[src/rtl/mc_control_fsm.sv]
// Multicycle MIPS control FSM + ALU decoder: Moore outputs from state (pcen/alucontrol also from zero/funct), 2-5 cycles per instruction.
// No backpressure; reset (async, active-high) returns to FETCH at once. Define BNE_EN to add the bne instruction.
module mc_control_fsm (
    input  logic       clk,
    input  logic       reset,
    input  logic [5:0] op,
    input  logic [5:0] funct,
    input  logic       zero,
    output logic       memwrite,
    output logic       iord,
    output logic       irwrite,
    output logic       pcen,
    output logic       regwrite,
    output logic       regdst,
    output logic       memtoreg,
    output logic       alusrca,
    output logic [1:0] alusrcb,
    output logic [1:0] pcsrc,
    output logic [2:0] alucontrol,
    output logic [3:0] state
);

    typedef enum logic [3:0] {
        FETCH   = 4'd0,
        DECODE  = 4'd1,
        MEMADR  = 4'd2,
        MEMRD   = 4'd3,
        MEMWB   = 4'd4,
        MEMWR   = 4'd5,
        RTYPEEX = 4'd6,
        RTYPEWB = 4'd7,
        BEQEX   = 4'd8,
        ADDIEX  = 4'd9,
        ADDIWB  = 4'd10,
        JEX     = 4'd11,
        BNEEX   = 4'd12
    } state_t;

    localparam logic [5:0] OP_LW    = 6'b100011;
    localparam logic [5:0] OP_SW    = 6'b101011;
    localparam logic [5:0] OP_RTYPE = 6'b000000;
    localparam logic [5:0] OP_BEQ   = 6'b000100;
    localparam logic [5:0] OP_ADDI  = 6'b001000;
    localparam logic [5:0] OP_J     = 6'b000010;
    localparam logic [5:0] OP_BNE   = 6'b000101;

    state_t     state_q, state_d;
    logic       pcwrite;
    logic       branch;
    logic       branchne;
    logic [1:0] aluop;

    always_ff @(posedge clk or posedge reset) begin
        if (reset) state_q <= FETCH;
        else       state_q <= state_d;
    end

    always_comb begin
        state_d = FETCH;
        case (state_q)
            FETCH:   state_d = DECODE;
            DECODE: begin
                case (op)
                    OP_LW, OP_SW: state_d = MEMADR;
                    OP_RTYPE:     state_d = RTYPEEX;
                    OP_BEQ:       state_d = BEQEX;
                    OP_ADDI:      state_d = ADDIEX;
                    OP_J:         state_d = JEX;
`ifdef BNE_EN
                    OP_BNE:       state_d = BNEEX;
`endif
                    default:      state_d = FETCH;
                endcase
            end
            MEMADR:  state_d = (op == OP_SW) ? MEMWR : MEMRD;
            MEMRD:   state_d = MEMWB;
            RTYPEEX: state_d = RTYPEWB;
            ADDIEX:  state_d = ADDIWB;
            // Single-cycle tails, writebacks and unused encodings all return to FETCH.
            default: state_d = FETCH;
        endcase
    end

    always_comb begin
        memwrite = 1'b0;
        iord     = 1'b0;
        irwrite  = 1'b0;
        pcwrite  = 1'b0;
        regwrite = 1'b0;
        regdst   = 1'b0;
        memtoreg = 1'b0;
        alusrca  = 1'b0;
        alusrcb  = 2'b00;
        pcsrc    = 2'b00;
        aluop    = 2'b00;
        branch   = 1'b0;
        branchne = 1'b0;
        case (state_q)
            FETCH: begin
                irwrite = 1'b1;
                pcwrite = 1'b1;
                alusrcb = 2'b01;
            end
            DECODE:  alusrcb = 2'b11;
            MEMADR, ADDIEX: begin
                alusrca = 1'b1;
                alusrcb = 2'b10;
            end
            MEMRD:   iord = 1'b1;
            MEMWR: begin
                iord     = 1'b1;
                memwrite = 1'b1;
            end
            MEMWB: begin
                regwrite = 1'b1;
                memtoreg = 1'b1;
            end
            RTYPEEX: begin
                alusrca = 1'b1;
                aluop   = 2'b10;
            end
            RTYPEWB: begin
                regwrite = 1'b1;
                regdst   = 1'b1;
            end
            ADDIWB:  regwrite = 1'b1;
            BEQEX: begin
                alusrca = 1'b1;
                aluop   = 2'b01;
                pcsrc   = 2'b01;
                branch  = 1'b1;
            end
`ifdef BNE_EN
            BNEEX: begin
                alusrca  = 1'b1;
                aluop    = 2'b01;
                pcsrc    = 2'b01;
                branchne = 1'b1;
            end
`endif
            JEX: begin
                pcsrc   = 2'b10;
                pcwrite = 1'b1;
            end
            default: ;
        endcase
    end

    always_comb begin
        alucontrol = 3'b010;
        case (aluop)
            2'b01: alucontrol = 3'b110;
            2'b10: begin
                case (funct)
                    6'b100010: alucontrol = 3'b110;
                    6'b100100: alucontrol = 3'b000;
                    6'b100101: alucontrol = 3'b001;
                    6'b101010: alucontrol = 3'b111;
                    default:   alucontrol = 3'b010;
                endcase
            end
            default: alucontrol = 3'b010;
        endcase
    end

    assign pcen  = pcwrite | (branch & zero) | (branchne & ~zero);
    assign state = state_q;

endmodule
[config.mk]
export PLATFORM = sky130hd
export DESIGN_NAME = mc_control_fsm
export DESIGN_NICKNAME = d
export VERILOG_FILES = /design/src/rtl/mc_control_fsm.sv
export SDC_FILE = /design/constraint.sdc
export NUM_CORES = 1
export LEC_CHECK = 0
export CORE_UTILIZATION = 37
export CTS_BUF_LIST = sky130_fd_sc_hd__clkbuf_4 sky130_fd_sc_hd__clkbuf_8
export CTS_CLUSTER_SIZE = 16
export DETAILED_ROUTE_END_ITERATION = 10
export GPL_TIMING_DRIVEN = 0
export PLACE_DENSITY = 0.81
export SKIP_CTS_REPAIR_TIMING = 1
export SYNTH_ARGS = -nofsm -noshare
export SYNTH_HDL_FRONTEND = slang
export SYNTH_SLANG_ARGS = --single-unit
export TNS_END_PERCENT = 100
[constraint.sdc]
create_clock -name clk -period 2.2 [get_ports clk]
set_input_delay 0.44 -clock clk [delete_from_list [all_inputs] [get_ports clk]]
set_output_delay 0.44 -clock clk [all_outputs]
set_load 0.01 [all_outputs]
==> metrics.md, run 1 <==
| Metric | Value |
|---|---|
| Setup TNS | -0.2834 ns |
| Area grow syn2layout | 100.5% |
| Commonest cells after routing, fill and taps aside | clkdlybuf4s50_1, nor2_1, buf_4 |
| Reg-to-Reg Start | state[1] |
| Fraction of layout cells with a size suffix above 1 | 34.45% |
| R2r setup slk | 0.87 ns |
| CTS H-tree lvls | 1 |
| Largest net degree at the start of global routing | 11 |
| Final instance area | 0.001076 mm2 |
| Tmin final | 2.331 ns |
| Nets | 139 |
| Total power | 899.8 uW |
| Vias | 769 |
| Gpl congestion | 0.7830 |
| Fill count | 84 |
| Clk_skew | 0.005357 ns |
| Vias per cell | 5.739 |
| # setup viols final | 3 |
| GR Layer Usage met1 | 29.10% |
| Critical path class | flip-flop to output pin |
| Wire per inst | 15.43 um |
| Flop pwr share | 13.9% |
| Clock Path Buffers | 2 |
| Leak pwr | 0.4764 nW |
| Mapped Cells | 75 |
| Final core utilization | 81.67% |
| Largest cells by area after synthesis | dfrtp_1, nor2_1, ha_1 |
| Max frequency | 429.0 MHz |
| Met2 Usage GRT | 33.87% |
| Hold Violations, Final | 0 |
| Commonest non-fill, non-tap cell in the layout | clkdlybuf4s50_1 |
| Unrepaired setup endpoints after global routing | true |
| Netlist cell types | 31 |
| Crit share post-route | 106.0% |
| Port Buf Inserts | 33 |
| Gr busiest metal | met2 |
| Worst setup margin | -0.1310 ns |
| Post-synthesis sequential area ratio | 18.65% |
| Detail Route Antenna Nets | 0 |
| Slew Limit Headroom | 77.99% |
| Core area | 0.001318 mm2 |
| Initial antenna violation count | 0 |
| WL final | 2068 um |
| Clock slew at reported path FFs | 0.04 ns |
| Clock power frac | 10.6% |
| Initial Util | 40.74% |
| CP Capture Type | output pin |
| Vias in the first global route | 542 |
| # IOs | 34 |
| Comb pwr share | 75.5% |
| Status | finished with violations |
| Synth warn | 0 |
| Internal | 513.7 uW |
| Max FFs per register | 4 |
| Yosys top cell by area | dfrtp_1 |
| DRC Markers | 0 |
| Inserted Diodes | 0 |
| Switching power | 386.1 uW |
| Dpl hpwl | 1211 um |
| Power Density | 836.2 mW/mm2 |
| Worst path arrival time | 1.89 ns |
| Initial DRC count | 18 |
| VDD IR-drop max | 0.5751 mV |
| Switching share of power | 42.91% |
| GR Util All Layers | 22.49% |
| Req. time, crit path | 1.76 ns |
| Worst slew pin tran | 0.3302 ns |
| Chip height | 40.09 um |
| Syn nets | 93 |
| Met3 usage | 6.667% |
| Cell Area, Synth | 536.8 um2 |
| Overflow after GRT | 0 |
| Reg2Reg Capture Point | state[1] |
| Post-DP Area | 890.9 um2 |
| Clock sinks | 4 |
| First-pass GRT wire length | 2346 um |
| Fin. max-slew vios | 0 |
| Crit path max fanout | 4 |
| Hold Crit Class | primary input to async pin |
| Number of cell rows | 13 |
| 1st-pass router iterations | 4 |
| Worst skew pair latency | 0.24 ns |
| Failing checks | negative setup slack |
| Seq cells post-synth | 4 |
| Max cap viols | 0 |
| Avg Inst Size Synth | 7.157 um2 |
| Die width | 40.09 um |
| Total die area | 0.001607 mm2 |
| CTS buffer count | 3 |
| Clk Tree Root Cell | clkbuf_4 |
| R2R depth | 4 |
| TritonCTS clock tree | done |
| Worst hold slack | 0.3828 ns |
| Synth top area share | 18.65% |
| CP startpoint kind | flip-flop |
-- how the worst max path moves through the flow --
stage / startpoint / endpoint / slack, ns / depth (start not counted)
floorplan: state[3] / alucontrol[2] / 0.13 / 8
global placement: state[2] / alucontrol[1] / -0.42 / 6
detailed placement: state[2] / alucontrol[1] / -0.42 / 6
CTS: state[2] / alucontrol[1] / -0.68 / 6
global route: state[2] / alucontrol[2] / -0.18 / 8
finish: state[2] / alucontrol[2] / -0.13 / 8
-- power groups by stage --
| stage | logic, mW | clock network, mW | registers, mW |
|---|---|---|---|
| 5_1_grt | 0.722 | 0.104 | 0.126 |
| 3_3_place_gp | 0.525 | 0 | 0.122 |
| 3_5_place_dp | 0.534 | 0 | 0.121 |
| 4_1_cts | 0.536 | 0.0940 | 0.120 |
| 6_report | 0.679 | 0.0951 | 0.125 |
| 2_1_floorplan | 0.268 | 0 | 0.126 |
-- final cells by class --
| type | count | area, um2 | area share, % |
|---|---|---|---|
| buffer | 4 | 45.04 | 4.186 |
| clock buffer | 3 | 22.52 | 2.093 |
| inverter | 4 | 17.52 | 1.628 |
| multi-input combinational | 63 | 486.7 | 45.23 |
| sequential | 4 | 102.6 | 9.535 |
| tap | 15 | 18.77 | 1.744 |
| timing repair buffer | 41 | 382.9 | 35.58 |
-- cell usage after synthesis --
cell type and n:
a211o_1 1, a211oi_1 1, a21oi_1 4, a221o_1 1
a221oi_1 1, a311oi_1 1, and3_1 1, and3_4 1
and4bb_2 1, buf_2 4, dfrtp_1 4, ha_1 3
inv_1 4, mux2_2 1, nand2_1 3, nand2b_1 3
nand3_1 3, nand4_1 2, nand4b_1 1, nor2_1 12
nor2b_1 1, nor3_1 7, nor4_1 2, nor4b_2 1
o211ai_1 1, o21a_1 1, o21ai_0 4, o21ai_1 1
or2_0 1, or2_1 1, xor2_1 3
-- kinds of logic (layout without fill, tap and decap cells) --
| logic type | Yosys count | in the layout | share of synthesized area, % |
|---|---|---|---|
| simple gates | 40 | 40 | 41.49 |
| compound gates | 16 | 16 | 19.35 |
| buf+inv | 8 | 52 | 6.526 |
| flops | 4 | 4 | 18.65 |
| fa+ha+maj | 3 | 3 | 6.994 |
| xor+xnor | 3 | 3 | 4.896 |
| mux | 1 | 1 | 2.098 |
-- worst max-delay path, stage by stage, from the launching register on --
cell	delay [ns]
dfrtp_2	0.42
nand2b_4	0.19
nor3_4	0.22
inv_2	0.07
ha_4	0.18
and4bb_2	0.26
a21oi_2	0.14
nor2_1	0.05
buf_2	0.13
-- per-stage QoR --
step / worst slack, ns / cells
floorplan: 0.1254 / 75
global placement: -0.4205 / 123
detailed placement: -0.4206 / 123
CTS: -0.6767 / 126
global route: -0.1765 / 134
finish: -0.1310 / 134
-- layer usage --
metal / wire length [um] / share of wire, % / up-vias
met4: 49 / 2.4 / 0
li1: - / - / 367
met1: 895 / 43 / 357
met2: 987 / 48 / 39
met5: 0 / 0 / -
met3: 136 / 6.6 / 6
No activity file was read; power rests on OpenSTA's default activity.
==> run 2: changes to the inputs <==
--- a/config.mk
+++ b/config.mk
@@ -5,9 +5,9 @@
 export SDC_FILE = /design/constraint.sdc
 export NUM_CORES = 1
 export LEC_CHECK = 0
-export CORE_UTILIZATION = 37
+export ABC_AREA = 1
+export CORE_UTILIZATION = 38
 export CTS_BUF_LIST = sky130_fd_sc_hd__clkbuf_4 sky130_fd_sc_hd__clkbuf_8
-export CTS_CLUSTER_SIZE = 16
 export DETAILED_ROUTE_END_ITERATION = 10
 export GPL_TIMING_DRIVEN = 0
 export PLACE_DENSITY = 0.81
==> run 2 against run 1 <==
  * The flow now finishes without violations
  * Register-to-register slack gained 0.22 ns
  * Critical path depth shrank 2
  * Combinational power shrank 15%
  * Global-route usage shrank 1.4 points
  * Fmax grew 11%
  * Clock skew grew 0.00071 ns
  * Sequential share of layout area grew 0.98 points
  * Utilization shrank 8.5 points
  * Non-clock buffer count shrank 10
  * Critical path type unchanged
  * Critical endpoint is now regwrite
  * Highest routed layer unchanged
==> metrics.md, run 2 <==
| Metric | Value |
|---|---|
| Status | completed (was finished with violations) |
| Die width | 40.67 um (was 40.09 um) |
| CTS buffer count | 3 (unchanged) |
| Slew Limit Headroom | 85.30% (was 77.99%) |
| R2R depth | 6 (was 4) |
| Detail Route Antenna Nets | 0 (unchanged) |
| Initial antenna violation count | 0 (unchanged) |
| Tmin final | 2.097 ns (was 2.331 ns) |
| Hold Violations, Final | 0 (unchanged) |
| Clock sinks | 4 (unchanged) |
| Core area | 0.001350 mm2 (was 0.001318 mm2) |
| Most instantiated cells after synthesis | nand2_1, nor2_1, inv_1 (was nor2_1, nor3_1) |
| Nets | 165 (was 139) |
| 1st-pass router iterations | 2 (was 4) |
| Switching share of power | 44.96% (was 42.91%) |
| Post-synth ARST share | 100.0% (unchanged) |
| Initial Util | 42.08% (was 40.74%) |
| Area grow syn2layout | 73.79% (was 100.5%) |
| Seq cells post-synth | 4 (unchanged) |
| Clock Path Buffers | 2 (unchanged) |
| Netlist cell types | 15 (was 31) |
| Post-synth EDFFs | 0 (unchanged) |
| Post-Place Worst Slack | -0.1259 ns (was -0.4206 ns) |
| DRC Markers | 0 (unchanged) |
| # IOs | 34 (unchanged) |
| Switching power | 363.9 uW (was 386.1 uW) |
| Worst setup margin | 0.1027 ns (was -0.1310 ns) |
| Worst skew pair latency | 0.24 ns (about the same) |
| Yosys top cell by area | dfrtp_1 (unchanged) |
| Worst hold slack | 0.3810 ns (was 0.3828 ns) |
| Inserted Diodes | 0 (unchanged) |
| Total die area | 0.001654 mm2 (was 0.001607 mm2) |
| Comb pwr share | 71.1% (was 75.5%) |
| Max FFs per register | 4 (unchanged) |
| CP startpoint kind | flip-flop (unchanged) |
| Fin. max-slew vios | 0 (unchanged) |
| Clock slew at reported path FFs | 0.04 ns (about the same) |
| First-pass GRT wire length | 2325 um (was 2346 um) |
| Chip height | 40.67 um (was 40.09 um) |
| CP Launch Point | state[3] (was state[2]) |
| Crit share post-route | 95.33% (was 106.0%) |
| Vias | 743 (was 769) |
| Reg2Reg Capture Point | state[1] (unchanged) |
| Power Density | 819.8 mW/mm2 (was 836.2 mW/mm2) |
| Number of cell rows | 13 (unchanged) |
| Commonest cells after routing, fill and taps aside | clkdlybuf4s50_1, nand2_1, nor2_1 (was clkdlybuf4s50_1, nor2_1, buf_4) |
| Unrepaired setup endpoints after global routing | true (unchanged) |
| Max frequency | 476.8 MHz (was 429.0 MHz) |
| Mapped Cells | 107 (was 75) |
| Worst path arrival time | 1.66 ns (was 1.89 ns) |
| Flop pwr share | 17.8% (was 13.9%) |
| GR Util All Layers | 21.09% (was 22.49%) |
| Fraction of layout cells with a size suffix above 1 | 22.07% (was 34.45%) |
| CTS H-tree lvls | 1 (unchanged) |
| Overflow after GRT | 0 (unchanged) |
| Largest net degree at the start of global routing | 8 (was 11) |
| Worst slew pin tran | 0.2197 ns (was 0.3302 ns) |
| Synth top area share | 17.62% (was 18.65%) |
| Dominant synthesized flop cell | dfrtp_1 (unchanged) |
| Max cap viols | 0 (unchanged) |
| Gpl congestion | 0.7404 (was 0.7830) |
| Syn nets | 125 (was 93) |
| Final instance area | 987.2 um2 (was 0.001076 mm2) |
| Crit path max fanout | 4 (unchanged) |
| Wire per inst | 9.231 um (was 15.43 um) |
| Vias in the first global route | 631 (was 542) |
| Post-synthesis sequential area ratio | 17.62% (was 18.65%) |
| Vias per cell | 4.644 (was 5.739) |
| Synth warn | 0 (unchanged) |
| Port Buf Inserts | 33 (unchanged) |
| Avg Inst Size Synth | 5.309 um2 (was 7.157 um2) |
| Leak pwr | 0.5711 nW (was 0.4764 nW) |
| Req. time, crit path | 1.76 ns (about the same) |
| R2r setup slk | 1.09 ns (was 0.87 ns) |
| Most numerous cell in the Yosys netlist | nand2_1 (was nor2_1) |
| Reg-to-Reg Start | state[3] (was state[1]) |
| WL final | 1477 um (was 2068 um) |
| VDD IR-drop max | 0.6332 mV (was 0.5751 mV) |
| Internal | 445.4 uW (was 513.7 uW) |
| Dpl hpwl | 1241 um (was 1211 um) |
| Clk Tree Root Cell | clkbuf_4 (unchanged) |
| # setup viols final | 0 (was 3) |
| TritonCTS clock tree | done (unchanged) |
| Cell Area, Synth | 568.0 um2 (was 536.8 um2) |
| CP Capture Type | output pin (unchanged) |
| Commonest non-fill, non-tap cell in the layout | clkdlybuf4s50_1 (unchanged) |
| Clk_skew | 0.006071 ns (was 0.005357 ns) |
| Initial DRC count | 1 (was 18) |
| Fill count | 112 (was 84) |
| Clock power frac | 11.2% (was 10.6%) |
| Largest cells by area after synthesis | dfrtp_1, nand2_1, nor2_1 (was dfrtp_1, nor2_1, ha_1) |
| Post-DP Area | 917.1 um2 (was 890.9 um2) |
| Critical path class | flip-flop to output pin (unchanged) |
| Hold Crit Class | primary input to async pin (unchanged) |
run 2: cell types whose count changed after synthesis, sizes merged, moves of 2 or more:
| cell | previous run | this run |
|---|---|---|
| inv | 4 | 27 |
| nor4 | 2 | 0 |
| nor3 | 7 | 0 |
| xor2 | 3 | 0 |
| nand2b | 3 | 0 |
| nor2 | 12 | 27 |
| buf | 4 | 0 |
| nand3 | 3 | 5 |
| or2 | 2 | 0 |
| nand2 | 3 | 29 |
| and3 | 2 | 0 |
run 2: routing by layer:
layer	global-route usage (%)	routed length (um)	vias up
met3	5.978	80	2
met1	22.19	552	317
met4	10.00	19	0
met2	38.10	825	24
met5	0	0	-
li1	-	-	400
run 2: worst max-delay path by stage:
| stage | to | slack, ns |
|---|---|---|
| after CTS | alucontrol[2] | -0.35 |
| after global routing | regwrite | 0.006 |
| after floorplan | alucontrol[2] | 0.45 |
| after global placement | alucontrol[2] | -0.11 |
| after detailed placement | alucontrol[2] | -0.13 |
| final | regwrite | 0.10 |
run 2: final cells by class:
class / count / area [um2] / area share [%]
Multi-Input combinational cell: 76 / 392.9 / 39.80
Timing Repair Buffer: 35 / 347.8 / 35.23
Sequential cell: 4 / 103.9 / 10.52
Inverter: 27 / 101.3 / 10.27
Clock buffer: 3 / 22.52 / 2.281
Tap cell: 15 / 18.77 / 1.901
run 2: stage by stage:
stage | cells | total power [mW] | util, % | TNS [ns]
6_report | 160 | 0.8093 | 73.12 | 0
5_1_grt | 160 | 0.8940 | 73.12 | 0
3_5_place_dp | 155 | 0.6747 | 67.93 | -0.2293
4_1_cts | 158 | 0.7690 | 69.60 | -1.037
2_1_floorplan | 107 | 0.4066 | - | 0
3_3_place_gp | 155 | 0.6662 | 67.93 | -0.1989
run 2: kinds of logic after synthesis:
logic type | count (synthesis) | share of synthesized area (%)
AO/OA/AOI/OAI | 10 | 9.031
adder cells (fa/ha/maj) | 3 | 6.609
buffers and inverters | 27 | 17.84
flip-flops | 4 | 17.62
AND/OR/NAND/NOR | 63 | 48.90
run 2: critical path, stage by stage (launching register included):
cell and delay (ns):
dfrtp_2 0.44, nor2_4 0.17, inv_2 0.07, nor2_2 0.10
nor2_1 0.05, o21ai_1 0.06, clkdlybuf4s50_1 0.54
run 2: power groups by stage:
stage	clock (mW)	sequential (mW)	combinational, mW
finish	0.0904	0.144	0.575
global route	0.107	0.148	0.639
CTS	0.0945	0.134	0.541
detailed placement	0	0.135	0.540
global placement	0	0.133	0.534
floorplan	0	0.138	0.268
==> run 3: changes to the inputs <==
--- a/config.mk
+++ b/config.mk
@@ -10,7 +10,7 @@
 export CTS_BUF_LIST = sky130_fd_sc_hd__clkbuf_4 sky130_fd_sc_hd__clkbuf_8
 export DETAILED_ROUTE_END_ITERATION = 10
 export GPL_TIMING_DRIVEN = 0
-export PLACE_DENSITY = 0.81
+export PLACE_DENSITY = 0.9
 export SKIP_CTS_REPAIR_TIMING = 1
 export SYNTH_ARGS = -nofsm -noshare
 export SYNTH_HDL_FRONTEND = slang
==> run 3 against run 2 <==
  * Die area unchanged
  * Setup slack got worse by 0.036 ns
  * Power decreased by 3.0%
  * Utilization decreased by 1.7 points
  * Combinational power decreased by 4.9%
  * Clock power increased by 10%
  * Via count decreased by 1.1%
  * Wire length increased by 2.5%
  * Design area decreased by 2.3%
  * Fmax decreased by 1.7%
  * Largest cell class unchanged
==> metrics.md, run 3 (synthesis results as in run 2) <==
| Metric | Value |
|---|---|
| Initial Util | 42.08% (unchanged) |
| Number of cell rows | 13 (unchanged) |
| R2R depth | 7 (was 6) |
| GR Layer Usage met1 | 21.71% (was 22.19%) |
| Req. time, crit path | 1.76 ns (about the same) |
| Worst slew pin tran | 0.2824 ns (was 0.2197 ns) |
| Hold Crit Class | primary input to async pin (unchanged) |
| Max cap viols | 0 (unchanged) |
| # setup viols final | 0 (unchanged) |
| GR Util All Layers | 21.15% (was 21.09%) |
| Clock sinks | 4 (unchanged) |
| Port Buf Inserts | 33 (unchanged) |
| Die width | 40.67 um (unchanged) |
| Fin. max-slew vios | 0 (unchanged) |
| Area grow syn2layout | 69.82% (was 73.79%) |
| Nets | 163 (was 165) |
| DRC Markers | 0 (unchanged) |
| First-pass GRT wire length | 2318 um (was 2325 um) |
| Met3 usage | 6.522% (was 5.978%) |
| Unrepaired setup endpoints after global routing | true (unchanged) |
| Initial antenna violation count | 0 (unchanged) |
| Dpl hpwl | 1277 um (was 1241 um) |
| CP Capture Type | output pin (unchanged) |
| Reg-to-Reg Start | state[3] (unchanged) |
| Overflow after GRT | 0 (unchanged) |
| Inserted Diodes | 0 (unchanged) |
| Hold Violations, Final | 0 (unchanged) |
| CP Launch Point | state[3] (unchanged) |
| Status | completed (unchanged) |
| Clock slew at reported path FFs | 0.05 ns (was 0.04 ns) |
| # IOs | 34 (unchanged) |
| Placed cell count | 155 (unchanged) |
| Total die area | 0.001654 mm2 (unchanged) |
| Largest net degree at the start of global routing | 8 (unchanged) |
| Clk_skew | 0.01626 ns (was 0.006071 ns) |
| Met2 Usage GRT | 40.87% (was 38.10%) |
| Core area | 0.001350 mm2 (unchanged) |
| VDD IR-drop max | 0.5498 mV (was 0.6332 mV) |
| Gr busiest metal | met2 (unchanged) |
| Fill count | 116 (was 112) |
| Reg2Reg Capture Point | state[2] (was state[1]) |
| Critical path class | flip-flop to output pin (unchanged) |
| R2r setup slk | 1.04 ns (was 1.09 ns) |
| Clk Tree Root Cell | clkbuf_4 (unchanged) |
| Commonest cells after routing, fill and taps aside | clkdlybuf4s50_1, nand2_1, nor2_1 (unchanged) |
| Initial DRC count | 7 (was 1) |
| Vias in the first global route | 640 (was 631) |
| Max FFs per register | 4 (unchanged) |
| Commonest non-fill, non-tap cell in the layout | clkdlybuf4s50_1 (unchanged) |
| Layout Cells excl Fill | 158 (was 160) |
| Worst skew pair latency | 0.25 ns (was 0.24 ns) |
| TritonCTS clock tree | done (unchanged) |
| Max frequency | 468.6 MHz (was 476.8 MHz) |
| Fraction of layout cells with a size suffix above 1 | 18.18% (was 22.07%) |
| CTS H-tree lvls | 1 (unchanged) |
| Wire per inst | 9.582 um (was 9.231 um) |
| 1st-pass router iterations | 2 (unchanged) |
| Vias per cell | 4.652 (was 4.644) |
| WL final | 1514 um (was 1477 um) |
| Leak pwr | 0.5618 nW (was 0.5711 nW) |
| Crit path max fanout | 4 (unchanged) |
| Power Density | 813.5 mW/mm2 (was 819.8 mW/mm2) |
| Clock Path Buffers | 2 (unchanged) |
| Gpl congestion | 0.8046 (was 0.7404) |
| Register area | 102.6 um2 (was 103.9 um2) |
| Slew Limit Headroom | 81.17% (was 85.30%) |
| Chip height | 40.67 um (unchanged) |
| Detail Route Antenna Nets | 0 (unchanged) |
| Vias | 735 (was 743) |
| Setup TNS | 0 ns (unchanged) |
| CTS buffer count | 3 (unchanged) |
| Worst path arrival time | 1.69 ns (was 1.66 ns) |
| Crit share post-route | 96.99% (was 95.33%) |
| CP startpoint kind | flip-flop (unchanged) |
| Tmin final | 2.134 ns (was 2.097 ns) |
| Area of the multi-input gates | 381.6 um2 (was 392.9 um2) |
==> run 3: how the worst max path moves through the flow <==
stage	endpoint	slack (ns)	cells past startpoint
finish	alusrcb[1]	0.07	6
global route	alucontrol[0]	-0.03	9
detailed placement	alucontrol[0]	-0.12	6
floorplan	alucontrol[2]	0.45	6
CTS	alucontrol[2]	-0.33	7
global placement	alucontrol[0]	-0.1	6
==> run 3: per-layer routing <==
| layer | part of all wire [%] | wire length [um] | vias to the layer above |
|---|---|---|---|
| met5 | 0 | 0 | - |
| met2 | 52 | 791 | 20 |
| met4 | 0.53 | 8 | 0 |
| met3 | 3.7 | 56 | 2 |
| li1 | - | - | 393 |
| met1 | 43 | 658 | 320 |
==> run 3: area by class of cell <==
cell class / instances / area share (%)
clock buffers: 3 / 2.335
inverters: 27 / 10.51
multi-input cells: 76 / 39.56
flip-flops and latches: 4 / 10.64
well taps: 15 / 1.946
repair buffers: 33 / 35.02
==> run 3: worst max-delay path, cell delays in order, from the launching register on <==
cell	delay (ns)
dfrtp_1	0.46
inv_2	0.08
nand2_2	0.09
inv_2	0.08
nand2_1	0.10
nand3_1	0.11
clkdlybuf4s50_1	0.53
==> run 3: stage by stage <==
stage	worst slack [ns]	hold WS (ns)	util, %	area [um2]	total power, mW
after CTS	-0.3273	0.3627	69.60	939.7	0.7794
after global placement	-0.09694	0.6251	67.93	917.1	0.6648
final	0.06621	0.3657	71.46	964.7	0.7847
after detailed placement	-0.1176	0.6430	67.93	917.1	0.6747
after global routing	-0.02651	0.3805	71.46	964.7	0.8458
after floorplan	0.4511	0.2061	-	568.0	0.4066
==> run 3: power breakdown <==
group	leakage [nW]	internal [mW]	switching (mW)
combinational	0.498	0.267	0.279
clock	0.0138	0.0616	0.0383
sequential	0.0505	0.0992	0.0387
total	0.562	0.428	0.356
